`src/rtl/axil_master_initiator_if.sv`:
```
// AXI4-Lite bus bundle between the command-stream initiator (master) and a register-window slave.
interface axil_master_initiator_if #(
    parameter int ADDR_W = 32
);
    logic [ADDR_W-1:0] awaddr;
    logic [2:0]        awprot;
    logic              awvalid;
    logic              awready;
    logic [31:0]       wdata;
    logic [3:0]        wstrb;
    logic              wvalid;
    logic              wready;
    logic [1:0]        bresp;
    logic              bvalid;
    logic              bready;
    logic [ADDR_W-1:0] araddr;
    logic [2:0]        arprot;
    logic              arvalid;
    logic              arready;
    logic [31:0]       rdata;
    logic [1:0]        rresp;
    logic              rvalid;
    logic              rready;

    modport master (
        output awaddr, awprot, awvalid, wdata, wstrb, wvalid, bready,
        output araddr, arprot, arvalid, rready,
        input  awready, wready, bresp, bvalid, arready, rdata, rresp, rvalid
    );

    modport slave (
        input  awaddr, awprot, awvalid, wdata, wstrb, wvalid, bready,
        input  araddr, arprot, arvalid, rready,
        output awready, wready, bresp, bvalid, arready, rdata, rresp, rvalid
    );
endinterface

```
`src/rtl/axil_master_initiator.sv`:
```
// Single-outstanding AXI4-Lite master: one command in, one AXI-Lite transaction, one response out.
// Define AXIL_ERR_CNT_EN to add the saturating err_count output (non-OKAY B/R handshakes).
module axil_master_initiator #(
    parameter int ADDR_W = 32
`ifdef AXIL_ERR_CNT_EN
    ,
    parameter int ERR_CNT_W = 8
`endif
) (
    input  logic                  s_axi_aclk,
    input  logic                  s_axi_aresetn,
    input  logic                  cmd_valid,
    output logic                  cmd_ready,
    input  logic                  cmd_write,
    input  logic [ADDR_W-1:0]     cmd_addr,
    input  logic [31:0]           cmd_wdata,
    input  logic [3:0]            cmd_wstrb,
    output logic                  rsp_valid,
    input  logic                  rsp_ready,
    output logic                  rsp_write,
    output logic [31:0]           rsp_rdata,
    output logic [1:0]            rsp_resp,
`ifdef AXIL_ERR_CNT_EN
    output logic [ERR_CNT_W-1:0]  err_count,
`endif
    axil_master_initiator_if.master m_axi
);
    typedef enum logic [2:0] {IDLE, WR_REQ, WR_RESP, RD_REQ, RD_RESP, RSP} state_e;

    state_e            state_q, state_d;
    logic [ADDR_W-1:0] addr_q, addr_d;
    logic [31:0]       wdata_q, wdata_d;
    logic [3:0]        wstrb_q, wstrb_d;
    logic              awvalid_q, awvalid_d;
    logic              wvalid_q, wvalid_d;
    logic              arvalid_q, arvalid_d;
    logic              bready_q, bready_d;
    logic              rready_q, rready_d;
    logic              rsp_valid_q, rsp_valid_d;
    logic              rsp_write_q, rsp_write_d;
    logic [31:0]       rsp_rdata_q, rsp_rdata_d;
    logic [1:0]        rsp_resp_q, rsp_resp_d;

    assign cmd_ready       = (state_q == IDLE);
    assign rsp_valid       = rsp_valid_q;
    assign rsp_write       = rsp_write_q;
    assign rsp_rdata       = rsp_rdata_q;
    assign rsp_resp        = rsp_resp_q;

    assign m_axi.awaddr    = addr_q;
    assign m_axi.awprot    = 3'b000;
    assign m_axi.awvalid   = awvalid_q;
    assign m_axi.wdata     = wdata_q;
    assign m_axi.wstrb     = wstrb_q;
    assign m_axi.wvalid    = wvalid_q;
    assign m_axi.bready    = bready_q;
    assign m_axi.araddr    = addr_q;
    assign m_axi.arprot    = 3'b000;
    assign m_axi.arvalid   = arvalid_q;
    assign m_axi.rready    = rready_q;

    always_comb begin
        state_d     = state_q;
        addr_d      = addr_q;
        wdata_d     = wdata_q;
        wstrb_d     = wstrb_q;
        awvalid_d   = awvalid_q;
        wvalid_d    = wvalid_q;
        arvalid_d   = arvalid_q;
        bready_d    = bready_q;
        rready_d    = rready_q;
        rsp_valid_d = rsp_valid_q;
        rsp_write_d = rsp_write_q;
        rsp_rdata_d = rsp_rdata_q;
        rsp_resp_d  = rsp_resp_q;
        unique case (state_q)
            IDLE: begin
                if (cmd_valid) begin
                    addr_d  = cmd_addr;
                    wdata_d = cmd_wdata;
                    wstrb_d = cmd_wstrb;
                    if (cmd_write) begin
                        awvalid_d = 1'b1;
                        wvalid_d  = 1'b1;
                        state_d   = WR_REQ;
                    end else begin
                        arvalid_d = 1'b1;
                        state_d   = RD_REQ;
                    end
                end
            end
            WR_REQ: begin
                // A cleared valid doubles as the done flag for its channel.
                if (m_axi.awready) awvalid_d = 1'b0;
                if (m_axi.wready)  wvalid_d  = 1'b0;
                if (!awvalid_d && !wvalid_d) begin
                    bready_d = 1'b1;
                    state_d  = WR_RESP;
                end
            end
            WR_RESP: begin
                if (m_axi.bvalid) begin
                    rsp_resp_d  = m_axi.bresp;
                    rsp_rdata_d = 32'h0;
                    rsp_write_d = 1'b1;
                    rsp_valid_d = 1'b1;
                    bready_d    = 1'b0;
                    state_d     = RSP;
                end
            end
            RD_REQ: begin
                if (m_axi.arready) begin
                    arvalid_d = 1'b0;
                    rready_d  = 1'b1;
                    state_d   = RD_RESP;
                end
            end
            RD_RESP: begin
                if (m_axi.rvalid) begin
                    rsp_resp_d  = m_axi.rresp;
                    rsp_rdata_d = m_axi.rdata;
                    rsp_write_d = 1'b0;
                    rsp_valid_d = 1'b1;
                    rready_d    = 1'b0;
                    state_d     = RSP;
                end
            end
            RSP: begin
                if (rsp_ready) begin
                    rsp_valid_d = 1'b0;
                    state_d     = IDLE;
                end
            end
            default: state_d = IDLE;
        endcase
    end

    always_ff @(posedge s_axi_aclk or negedge s_axi_aresetn) begin
        if (!s_axi_aresetn) begin
            state_q     <= IDLE;
            addr_q      <= '0;
            wdata_q     <= '0;
            wstrb_q     <= '0;
            awvalid_q   <= 1'b0;
            wvalid_q    <= 1'b0;
            arvalid_q   <= 1'b0;
            bready_q    <= 1'b0;
            rready_q    <= 1'b0;
            rsp_valid_q <= 1'b0;
            rsp_write_q <= 1'b0;
            rsp_rdata_q <= '0;
            rsp_resp_q  <= '0;
        end else begin
            state_q     <= state_d;
            addr_q      <= addr_d;
            wdata_q     <= wdata_d;
            wstrb_q     <= wstrb_d;
            awvalid_q   <= awvalid_d;
            wvalid_q    <= wvalid_d;
            arvalid_q   <= arvalid_d;
            bready_q    <= bready_d;
            rready_q    <= rready_d;
            rsp_valid_q <= rsp_valid_d;
            rsp_write_q <= rsp_write_d;
            rsp_rdata_q <= rsp_rdata_d;
            rsp_resp_q  <= rsp_resp_d;
        end
    end

`ifdef AXIL_ERR_CNT_EN
    logic [ERR_CNT_W-1:0] err_cnt_q, err_cnt_d;
    logic                 err_hit;

    // bready/rready are only high in their response states, so valid&ready is the handshake.
    always_comb begin
        err_hit   = (m_axi.bvalid && bready_q && (m_axi.bresp != 2'b00)) ||
                    (m_axi.rvalid && rready_q && (m_axi.rresp != 2'b00));
        err_cnt_d = err_cnt_q;
        if (err_hit && (err_cnt_q != '1)) err_cnt_d = err_cnt_q + ERR_CNT_W'(1);
    end

    always_ff @(posedge s_axi_aclk or negedge s_axi_aresetn) begin
        if (!s_axi_aresetn) err_cnt_q <= '0;
        else                err_cnt_q <= err_cnt_d;
    end

    assign err_count = err_cnt_q;
`endif
endmodule

```
`src/flat_wrapper.sv`:
```
// flat-port wrapper written by rule: the top's interface ports become plain ports
module axil_master_initiator_flat 
#(
    parameter int ADDR_W = 32

)
  (s_axi_aclk, s_axi_aresetn, cmd_valid, cmd_ready, cmd_write, cmd_addr, cmd_wdata, cmd_wstrb, rsp_valid, rsp_ready, rsp_write, rsp_rdata, rsp_resp, m_axi_awaddr, m_axi_awprot, m_axi_awvalid, m_axi_wdata, m_axi_wstrb, m_axi_wvalid, m_axi_bready, m_axi_araddr, m_axi_arprot, m_axi_arvalid, m_axi_rready, m_axi_awready, m_axi_wready, m_axi_bresp, m_axi_bvalid, m_axi_arready, m_axi_rdata, m_axi_rresp, m_axi_rvalid);
  axil_master_initiator_if #(.ADDR_W(ADDR_W)) m_axi_i ();
  input  logic s_axi_aclk;
  input  logic s_axi_aresetn;
  input  logic cmd_valid;
  output logic cmd_ready;
  input  logic cmd_write;
  input  logic [ADDR_W-1:0] cmd_addr;
  input  logic [31:0] cmd_wdata;
  input  logic [3:0] cmd_wstrb;
  output logic rsp_valid;
  input  logic rsp_ready;
  output logic rsp_write;
  output logic [31:0] rsp_rdata;
  output logic [1:0] rsp_resp;
  output wire logic [$bits(m_axi_i.awaddr)-1:0] m_axi_awaddr;
  output wire logic [$bits(m_axi_i.awprot)-1:0] m_axi_awprot;
  output wire logic [$bits(m_axi_i.awvalid)-1:0] m_axi_awvalid;
  output wire logic [$bits(m_axi_i.wdata)-1:0] m_axi_wdata;
  output wire logic [$bits(m_axi_i.wstrb)-1:0] m_axi_wstrb;
  output wire logic [$bits(m_axi_i.wvalid)-1:0] m_axi_wvalid;
  output wire logic [$bits(m_axi_i.bready)-1:0] m_axi_bready;
  output wire logic [$bits(m_axi_i.araddr)-1:0] m_axi_araddr;
  output wire logic [$bits(m_axi_i.arprot)-1:0] m_axi_arprot;
  output wire logic [$bits(m_axi_i.arvalid)-1:0] m_axi_arvalid;
  output wire logic [$bits(m_axi_i.rready)-1:0] m_axi_rready;
  input wire logic [$bits(m_axi_i.awready)-1:0] m_axi_awready;
  input wire logic [$bits(m_axi_i.wready)-1:0] m_axi_wready;
  input wire logic [$bits(m_axi_i.bresp)-1:0] m_axi_bresp;
  input wire logic [$bits(m_axi_i.bvalid)-1:0] m_axi_bvalid;
  input wire logic [$bits(m_axi_i.arready)-1:0] m_axi_arready;
  input wire logic [$bits(m_axi_i.rdata)-1:0] m_axi_rdata;
  input wire logic [$bits(m_axi_i.rresp)-1:0] m_axi_rresp;
  input wire logic [$bits(m_axi_i.rvalid)-1:0] m_axi_rvalid;
  assign m_axi_awaddr = m_axi_i.awaddr;
  assign m_axi_awprot = m_axi_i.awprot;
  assign m_axi_awvalid = m_axi_i.awvalid;
  assign m_axi_wdata = m_axi_i.wdata;
  assign m_axi_wstrb = m_axi_i.wstrb;
  assign m_axi_wvalid = m_axi_i.wvalid;
  assign m_axi_bready = m_axi_i.bready;
  assign m_axi_araddr = m_axi_i.araddr;
  assign m_axi_arprot = m_axi_i.arprot;
  assign m_axi_arvalid = m_axi_i.arvalid;
  assign m_axi_rready = m_axi_i.rready;
  assign m_axi_i.awready = m_axi_awready;
  assign m_axi_i.wready = m_axi_wready;
  assign m_axi_i.bresp = m_axi_bresp;
  assign m_axi_i.bvalid = m_axi_bvalid;
  assign m_axi_i.arready = m_axi_arready;
  assign m_axi_i.rdata = m_axi_rdata;
  assign m_axi_i.rresp = m_axi_rresp;
  assign m_axi_i.rvalid = m_axi_rvalid;
  axil_master_initiator #(.ADDR_W(ADDR_W)) u_core (.s_axi_aclk(s_axi_aclk), .s_axi_aresetn(s_axi_aresetn), .cmd_valid(cmd_valid), .cmd_ready(cmd_ready), .cmd_write(cmd_write), .cmd_addr(cmd_addr), .cmd_wdata(cmd_wdata), .cmd_wstrb(cmd_wstrb), .rsp_valid(rsp_valid), .rsp_ready(rsp_ready), .rsp_write(rsp_write), .rsp_rdata(rsp_rdata), .rsp_resp(rsp_resp), .m_axi(m_axi_i));
endmodule
```
`config.mk`:
```
export PLATFORM = sky130hd
export DESIGN_NAME = axil_master_initiator_flat
export DESIGN_NICKNAME = d
export VERILOG_FILES = /design/src/rtl/axil_master_initiator_if.sv /design/src/rtl/axil_master_initiator.sv /design/src/flat_wrapper.sv
export SDC_FILE = /design/constraint.sdc
export NUM_CORES = 1
export LEC_CHECK = 0
export BUFFER_PORTS_ARGS = -buffer_cell sky130_fd_sc_hd__buf_2
export CORE_MARGIN = 10
export CORE_UTILIZATION = 44
export DETAILED_ROUTE_END_ITERATION = 10
export PLACE_DENSITY_LB_ADDON = 0.15
export SYNTH_ARGS = -nofsm -noshare
export SYNTH_HDL_FRONTEND = slang
export SYNTH_SLANG_ARGS = --single-unit
```
`constraint.sdc`:
```
create_clock -name s_axi_aclk -period 2 [get_ports s_axi_aclk]
set_clock_uncertainty 0.1 [all_clocks]
set_input_delay 0.4 -clock s_axi_aclk [delete_from_list [all_inputs] [get_ports s_axi_aclk]]
set_output_delay 0.4 -clock s_axi_aclk [all_outputs]
set_load 0.05 [all_outputs]
```
==> results of run 1 <==
==> per-stage QoR <==
stage               area [um2]  instances  setup TNS (ns)  hold WS [ns]  utilization [%]
floorplan                 4650        337          -0.474       0.00441                -
global placement          5770        678               0         0.365             56.1
detailed placement        5770        678               0         0.375             56.1
CTS                       6000        694               0        0.0173             58.4
global route              6000        694               0        0.0443             58.4
finish                    6000        694               0      -0.00692             58.4
==> cell families after synthesis <==
| logic type | after synthesis | synth area share (%) |
|---|---|---|
| simple gates | 33 | 3.71 |
| flops | 112 | 60.7 |
| other cells | 1 | 0.0812 |
| compound gates | 52 | 8.80 |
| mux | 72 | 17.4 |
| buf+inv | 62 | 9.31 |
==> layer usage <==
layer	wire (um)	track usage (%)	part of all wire [%]
met1	4750	16.9	39
met2	5920	25.9	48
met3	1460	6.80	12
met4	175	5.67	1.4
met5	0	0	0
==> cell type report <==
class,instances,share of cell area (%)
Clock buffer,10,2.30
Tap cell,136,2.84
Timing Repair Buffer,262,22.6
Clock inverter,6,1.54
Multi-Input combinational cell,163,23.7
Sequential cell,112,46.7
Inverter,5,0.313
==> sequential cells by signal, summed over array words and instances, names as in the netlist <==
| register | cells |
|---|---|
| u_core.m_axi.araddr | 32 |
| u_core.m_axi.wdata | 32 |
| u_core.rsp_rdata | 32 |
| u_core.m_axi.wstrb | 4 |
| u_core.state_q | 3 |
| u_core.rsp_resp | 2 |
| u_core.m_axi.arvalid | 1 |
| u_core.m_axi.awvalid | 1 |
| u_core.m_axi.bready | 1 |
| u_core.m_axi.rready | 1 |
| u_core.m_axi.wvalid | 1 |
| u_core.rsp_valid | 1 |
| u_core.rsp_write | 1 |
==> final timing paths <==
check / startpoint / endpoint / slack, ns / depth (start not counted)
max in group asynchronous: s_axi_aresetn / u_core.m_axi.wstrb[1]$_DFFE_PN0P_ / 1.37 / 2
setup / recovery: u_core.state_q[0]$_DFFE_PN0P_ / cmd_ready / 0.20 / 2
setup reg to reg: u_core.state_q[0]$_DFFE_PN0P_ / u_core.m_axi.wdata[2]$_DFFE_PN0P_ / 0.22 / 4
hold / removal: s_axi_aresetn / u_core.m_axi.awvalid$_DFFE_PN0P_ / -0.007 / 2
min in group s_axi_aclk: m_axi_rdata[20] / u_core.rsp_rdata[20]$_DFFE_PN0P_ / 0.14 / 2
hold reg to reg: u_core.m_axi.arvalid$_DFFE_PN0P_ / u_core.m_axi.arvalid$_DFFE_PN0P_ / 0.39 / 2
==> worst max-delay path: cells and delay by family (launching register included) <==
| family | cells | cell delay (ns) |
|---|---|---|
| flip-flops | 1 | 0.47 |
| AND/OR/NAND/NOR | 1 | 0.16 |
| buffers and inverters | 1 | 0.30 |
==> placed cells by master (no fill, tap or decap), types with 3 or more instances in the layout <==
cell	Yosys	final
o31ai_1	3	3
buf_2	5	254
a22o_1	33	33
a21oi_1	4	4
conb_1	1	6
mux2_2	59	59
nand2_1	16	16
buf_4	44	6
o21ai_0	6	6
clkbuf_8	0	10
mux2_1	9	9
inv_1	5	5
dfrtp_1	112	112
nand3b_1	3	3
mux2i_1	4	4
==> metrics.md, run 1 <==
| Metric | Value |
|---|---|
| Slowest cell on crit path | dfrtp_1 |
| N_diodes | 0 |
| Core Area | 0.0103 mm2 |
| Post-synth top area cell | dfrtp_1 |
| Vias per Instance | 4.74 |
| Slew Viols, Final | 0 |
| CP arrival | 1.30 ns |
| Yosys reg bits | 112 |
| # DRC | 0 |
| Dpl hpwl | 9.66 mm |
| Hold Path Class | in2async |
| Number of buffers created by CTS | 9 |
| Die Height | 122 um |
| Status | complete, but fails checks |
| Placer Congestion | 0.814 |
| Hold-fix buffer count after cts | 0 |
| Syn_area_per_cell | 13.9 um2 |
| 1st-iter DRT viols | 145 |
| Fillers | 893 |
| Most common cell in the synthesized netlist | dfrtp_1 |
| Gr usage total | 15.4% |
| Hold Vio Cnt, Final | 1 |
| Failing checks | hold timing |
| TritonRoute pass-1 iters | 4 |
| Post-synth EDFFs | 0 |
| Row cnt | 37 |
| WL final | 12.3 mm |
| Async SR Flop Fraction | 100% |
| Global-route wire length before repair | 18.3 mm |
| Sequential fraction of the synthesis area | 60.7% |
| Reg clk slew, reported paths | 0.10 ns |
| Worst path cell trace | nor3_4 > buf_2 |
| Vias | 3288 |
| Share of the synthesized area in the top cell type | 60.7% |
| Post-synth top cells | dfrtp_1, mux2_2, buf_4 |
| Maxcap violations | 0 |
| Synth Instances | 332 |
| Register Area | 0.00280 mm2 |
| Top FF cell, synth | dfrtp_1 |
| Die area | 0.0150 mm2 |
| Synth warnings | 0 |
| Antenna-violating nets left | 0 |
| RSZ-0062 raised after global routing | false |
| Tmin final | 1.80 ns |
| Initial antenna violation count | 0 |
| Post-CTS Setup Bufs | 0 |
| Tightest Pin Transition | 0.575 ns |
| IO Port Bufs | 255 |
| Worst Setup End Kind | output port |
| IO Pins | 262 |
| CTS Buffer Depth | 2 |
| Post-route setup slack | 0.197 ns |
| H-tree level count | 3 |
| Grt total ovfl | 0 |
| Number of global-route vias before repair | 3521 |
| CTS resizes | 0 |
| Die Wd | 122 um |
| CTS tree | built |
| Place WS | 0.241 ns |
| Worst skew pair latency | 0.36 ns |
| CP Data Required Time | 1.50 ns |
| Fmax | 555 MHz |
| Synthesized area | 0.00462 mm2 |
| Final nets | 667 |
| Crit Path Max Fanout | 6 |
| Area of the multi-input gates | 0.00142 mm2 |
| Area Overhead vs Synth | 29.8% |
| Setup violations, final | 0 |
| Pin count of the biggest net entering global routing | 113 |
| Max incr delay on CP | 0.47 ns |
| Root buffer cell | clkbuf_8 |
| Final period util | 90.2% |
| Slew headroom | 61.7% |
| Top post-synthesis cells by area | dfrtp_1, mux2_2, buf_4 |
| Initial core utilization | 45.0% |
| DR WL/cell | 17.7 um |
| Count of cell types in the netlist | 31 |
| CP startpoint kind | register |
| Hold_ws | -0.00692 ns |
| Kind of critical path | reg2out |
| Clock sink count | 112 |
| Fraction of layout cells with a size suffix above 1 | 60.9% |
Power of run 1 is not shown: default switching activity piles up to over one toggle a cycle in this logic, so the estimate is an artifact.
==> inputs of run 2 (changes only) <==
- clock period: 2 -> 1.8 ns (I/O delays scaled with it)
==> run 2 against run 1 <==
The run now ends clean. Critical path depth is 1 higher. Worst setup slack worse by 0.10 ns. Clock-buffer cell count shrank 1. Non-clock buffer count rose by 5. Via count rose by 2.0%. First-iteration DRC count increased by 42%. Sequential cell count stayed put. Global-route usage is 0.56 points higher. Final cell count up 0.72%. Routed wire length increased by 4.1%. Register-to-register slack worse by 0.12 ns. Utilization up 0.88 points. Largest cell class unchanged.
==> metrics.md, run 2 (synthesized netlist as in run 1, its figures left out) <==
| Metric | Value |
|---|---|
| Status | finished clean |
| Area Overhead vs Synth | 31.7% |
| CTS tree | built |
| 1st-iter DRT viols | 206 |
| Vias | 3355 |
| Kind of critical path | reg2out |
| Worst skew pair latency | 0.36 ns |
| Initial antenna violation count | 0 |
| Vias per Instance | 4.80 |
| Crit Path Max Fanout | 2 |
| Post-CTS Setup Bufs | 0 |
| Min-delay src | cmd_addr[20] |
| Setup violations, final | 0 |
| Routed wl met3 | 1.50 mm |
| Post-route cell area | 0.00609 mm2 |
| Met2 routed WL | 6.40 mm |
| Hold Path Class | in2reg |
| Placer Congestion | 0.849 |
| WL final | 12.8 mm |
| Global-route wire length before repair | 19.1 mm |
| Worst setup startpoint | u_core.state_q[1]$_DFFE_PN0P_ |
| CTS Buffer Depth | 2 |
| Die area | 0.0150 mm2 |
| CP startpoint kind | register |
| TritonRoute pass-1 iters | 4 |
| IO Pins | 262 |
| Row cnt | 37 |
| Max Used Layer | met4 |
| Tmin final | 1.71 ns |
| Fmax | 586 MHz |
| Die Height | 122 um |
| RSZ-0062 raised after global routing | false |
| Worst Setup End Kind | output port |
| Grt total ovfl | 0 |
| Worst reg2reg path startpoint | u_core.state_q[0]$_DFFE_PN0P_ |
| H-tree level count | 3 |
| Die Wd | 122 um |
| Hold Vio Cnt, Final | 0 |
| Slew Viols, Final | 0 |
| Number of global-route vias before repair | 3556 |
| Final nets | 672 |
| Number of buffers created by CTS | 9 |
| M1 WL | 4.78 mm |
| DR WL/cell | 18.3 um |
| Dpl hpwl | 10.3 mm |
| Placed Area | 0.00586 mm2 |
| Maxcap violations | 0 |
| Fraction of layout cells with a size suffix above 1 | 61.1% |
| Pin count of the biggest net entering global routing | 48 |
| CP arrival | 1.25 ns |
| Gr usage total | 15.9% |
| Root buffer cell | clkbuf_8 |
| IO Port Bufs | 255 |
| # DRC | 0 |
| Reg clk slew, reported paths | 0.12 ns |
| CP Data Required Time | 1.34 ns |
| Most frequent cells in the layout | buf_2, dfrtp_1, mux2_2 |
| Clock sink count | 112 |
| N_diodes | 0 |
| Initial core utilization | 45.0% |
| Antenna-violating nets left | 0 |
| Commonest non-fill, non-tap cell in the layout | buf_2 |
| Final period util | 94.8% |
| Core Area | 0.0103 mm2 |
## run 2: changes by cell type in the layout (fill, tap and decap cells not counted), sizes merged
| cell | change |
|---|---|
| bufinv | -1 |
| clkbuf | -1 |
| inv | +5 |
| dlygate4sd3 | +1 |
| clkinv | -1 |
| buf | +4 |
| clkinvlp | -2 |
## run 2: area by class of cell
class	count	area [um2]
fillers	871	4190
well taps	136	170
clock inverters	7	83.8
flip-flops and latches	112	2800
multi-input cells	163	1420
inverters	5	18.8
repair buffers	267	1470
clock buffers	9	124
## run 2: critical path, cell delays in order (launching register included)
cell,delay [ns]
dfrtp_1,0.42
nor3_4,0.19
buf_4,0.14
buf_6,0.15
## run 2: timing repair
item / in CTS / in global routing
hold buffers: 1 / 0
pin swaps: 0 / 0
endpoints found under the hold margin: 31 / 0
gates resized for setup: 1 / 1
endpoints found under the setup margin: 1 / 1
## run 2: metrics by stage
stage	setup TNS [ns]	util, %	hold WS (ns)	setup WS (ns)	instances
global route	0	59.2	0.0754	0.0155	699
CTS	0	59.2	0.0775	0.0249	699
global placement	0	57.0	0.245	0.144	682
detailed placement	0	57.0	0.251	0.104	682
floorplan	-12.18	-	-0.0356	-0.247	337
finish	0	59.2	0.101	0.0931	699
## run 2: worst paths after layout
path / end / slack, ns / cells past startpoint
max in group asynchronous: u_core.m_axi.wdata[1]$_DFFE_PN0P_ / 0.61 / 3
max: cmd_ready / 0.09 / 3
min reg2reg: u_core.rsp_resp[1]$_DFFE_PN0P_ / 0.40 / 2
max reg2reg: u_core.state_q[0]$_DFFE_PN0P_ / 0.10 / 5
min in group asynchronous: u_core.m_axi.araddr[26]$_DFFE_PN0P_ / 0.38 / 2
min: u_core.m_axi.araddr[20]$_DFFE_PN0P_ / 0.10 / 2
## run 2: layer usage
layer  track usage, %  vias up
li1                 -     1576
met1             17.6     1604
met2             27.6      165
met3             6.70       10
met4             4.49        0
met5                0        -
Power of run 2 is left out for the same reason.
==> inputs of run 3 (changes only) <==
--- a/config.mk
+++ b/config.mk
@@ -8,5 +8,5 @@
 export BUFFER_PORTS_ARGS = -buffer_cell sky130_fd_sc_hd__buf_2
 export CORE_MARGIN = 10
-export CORE_UTILIZATION = 44
+export CORE_UTILIZATION = 48
 export DETAILED_ROUTE_END_ITERATION = 10
 export PLACE_DENSITY_LB_ADDON = 0.15
==> constraint.sdc (replaced) <==
create_clock -name s_axi_aclk -period 2.17 [get_ports s_axi_aclk]
set_clock_uncertainty 0.1 [all_clocks]
set_input_delay 0.217 -clock s_axi_aclk [delete_from_list [all_inputs] [get_ports s_axi_aclk]]
set_output_delay 0.217 -clock s_axi_aclk [all_outputs]
set_load 0.05 [all_outputs]
==> run 3 against run 2 <==
Clock-buffer cell count increased by 2. Register-to-register slack improved by 0.25 ns. Non-clock buffer count increased by 98. Worst setup slack improved by 0.26 ns. First-iteration DRC count decreased by 11%. Via count increased by 14%. Utilization increased by 16 points. Hold slack got worse by 0.076 ns.
==> metrics.md, run 3 (synthesized netlist as in run 1, its figures left out) <==
| Metric | Value |
|---|---|
| Final TNS setup | 0 ns |
| IO Port Bufs | 255 |
| WL final | 14.7 mm |
| Reg2reg end | u_core.m_axi.araddr[31]$_DFFE_PN0P_ |
| Post-layout util | 75.1% |
| Die Height | 118 um |
| Worst setup startpoint | u_core.state_q[2]$_DFFE_PN0P_ |
| Top delay family on crit path | flip-flops |
| Slew headroom | 61.0% |
| Worst path cell trace | nor3_4 > and2_2 > buf_12 > mux2_2 |
| Final period util | 83.9% |
| Min-delay src | cmd_addr[10] |
| Commonest non-fill, non-tap cell in the layout | buf_2 |
| Tightest Pin Transition | 0.584 ns |
| TritonRoute pass-1 iters | 6 |
| Die Wd | 118 um |
| Max incr delay on CP | 0.54 ns |
| # DRC | 0 |
| Reg2Reg Setup Slack | 0.35 ns |
| Cell count of the worst hold path | 2 |
| CTS tree | built |
| Hold Path Class | in2reg |
| Die area | 0.0140 mm2 |
| Kind of critical path | reg2reg |
| Dpl hpwl | 9.83 mm |
| CTS Buffer Depth | 2 |
| Number of global-route vias before repair | 4165 |
| 1st-iter DRT viols | 183 |
| Global-route wire length before repair | 23.1 mm |
| Most frequent cells in the layout | buf_2, dfrtp_1, dlygate4sd3_1 |
| Grt total ovfl | 0 |
| CP Data Required Time | 2.32 ns |
| Setup violations, final | 0 |
| Root buffer cell | clkbuf_8 |
| Clock sink count | 112 |
| Placer Congestion | 0.724 |
| Worst Setup End Kind | register |
| DR WL/cell | 18.6 um |
| Number of buffers created by CTS | 9 |
| Status | finished clean |
| Hold Vio Cnt, Final | 0 |
| Worst reg2reg path startpoint | u_core.state_q[2]$_DFFE_PN0P_ |
| Fillers | 605 |
| Fraction of layout cells with a size suffix above 1 | 51.3% |
| Slowest cell on crit path | dfrtp_1 |
| Vias per Instance | 4.84 |
| Pin count of the biggest net entering global routing | 113 |
| Reg clk slew, reported paths | 0.10 ns |
| Hold_ws | 0.0250 ns |
| Initial antenna violation count | 1 |
| Gr usage total | 20.3% |
| Core Area | 0.00933 mm2 |
| CP arrival | 1.97 ns |
| Area Overhead vs Synth | 51.7% |
| IO Pins | 262 |
| Register Area | 0.00280 mm2 |
| Antenna-violating nets left | 0 |
| Post-CTS Setup Bufs | 0 |
| Vias | 3826 |
| Buf/Inv on CP | 1 |
| Row cnt | 35 |
| Tmin final | 1.82 ns |
| RSZ-0062 raised after global routing | false |
| Crit Path Max Fanout | 42 |
| H-tree level count | 3 |
| CTS resizes | 0 |
| CP startpoint kind | register |
| Fmax | 549 MHz |
| Min-Delay Endpoint | u_core.m_axi.araddr[10]$_DFFE_PN0P_ |
| Final nets | 770 |
| Initial core utilization | 49.5% |
| Area of the multi-input gates | 0.00142 mm2 |
| Slew Viols, Final | 0 |
| Worst skew pair latency | 0.36 ns |
| R2R cell count | 4 |
| Maxcap violations | 0 |
## run 3: cell count changes in the layout (fill, tap and decap cells not counted)
cell	previous run	this run
diode_2	0	1
inv_8	2	1
buf_2	253	254
mux2_4	1	0
buf_6	1	0
buf_12	7	3
inv_6	3	1
clkinvlp_4	0	1
clkbuf_8	9	10
dlygate4sd3_1	1	103
mux2_2	58	59
clkbuf_1	0	1
## run 3: layout make-up
type                       instances  share of cell area (%)
antenna                            1                  0.0357
clock buffer                      11                    2.02
clock inverter                     5                   0.893
inverter                           5                   0.268
multi-input combinational        163                    20.2
sequential                       112                    40.0
tap                              129                    2.30
timing repair buffer             365                    34.2
## run 3: routing by layer
metal	wire length, um	part of all wire (%)	vias to the layer above	global-route usage, %
met5	0	0	-	0
met4	189	1.3	0	5.64
met3	1360	9.3	15	7.53
met2	7550	51	174	35.9
met1	5630	38	1870	22.2
li1	-	-	1767	-
## run 3: how the worst max path moves through the flow
stage / endpoint / slack, ns / cells past startpoint
after global routing: u_core.m_axi.araddr[31]$_DFFE_PN0P_ / 0.24 / 4
after CTS: u_core.m_axi.wstrb[1]$_DFFE_PN0P_ / 0.36 / 4
after detailed placement: u_core.m_axi.wdata[7]$_DFFE_PN0P_ / 0.35 / 4
after floorplan: u_core.m_axi.araddr[17]$_DFFE_PN0P_ / 0.08 / 7
final: u_core.m_axi.araddr[31]$_DFFE_PN0P_ / 0.35 / 4
after global placement: u_core.m_axi.araddr[0]$_DFFE_PN0P_ / 0.41 / 4
## run 3: per-stage QoR
step / instance area (um2) / worst slack (ns) / instances
floorplan: 4650 / 0.0779 / 337
CTS: 7010 / 0.355 / 790
global route: 7010 / 0.235 / 791
detailed placement: 5770 / 0.352 / 671
finish: 7010 / 0.350 / 791
global placement: 5770 / 0.411 / 671
## run 3: what timing repair did
item	in CTS	in global routing
hold buffers	103	0
setup endpoints to repair	0	0
hold endpoints to repair	214	0
Power of run 3 is left out for the same reason.
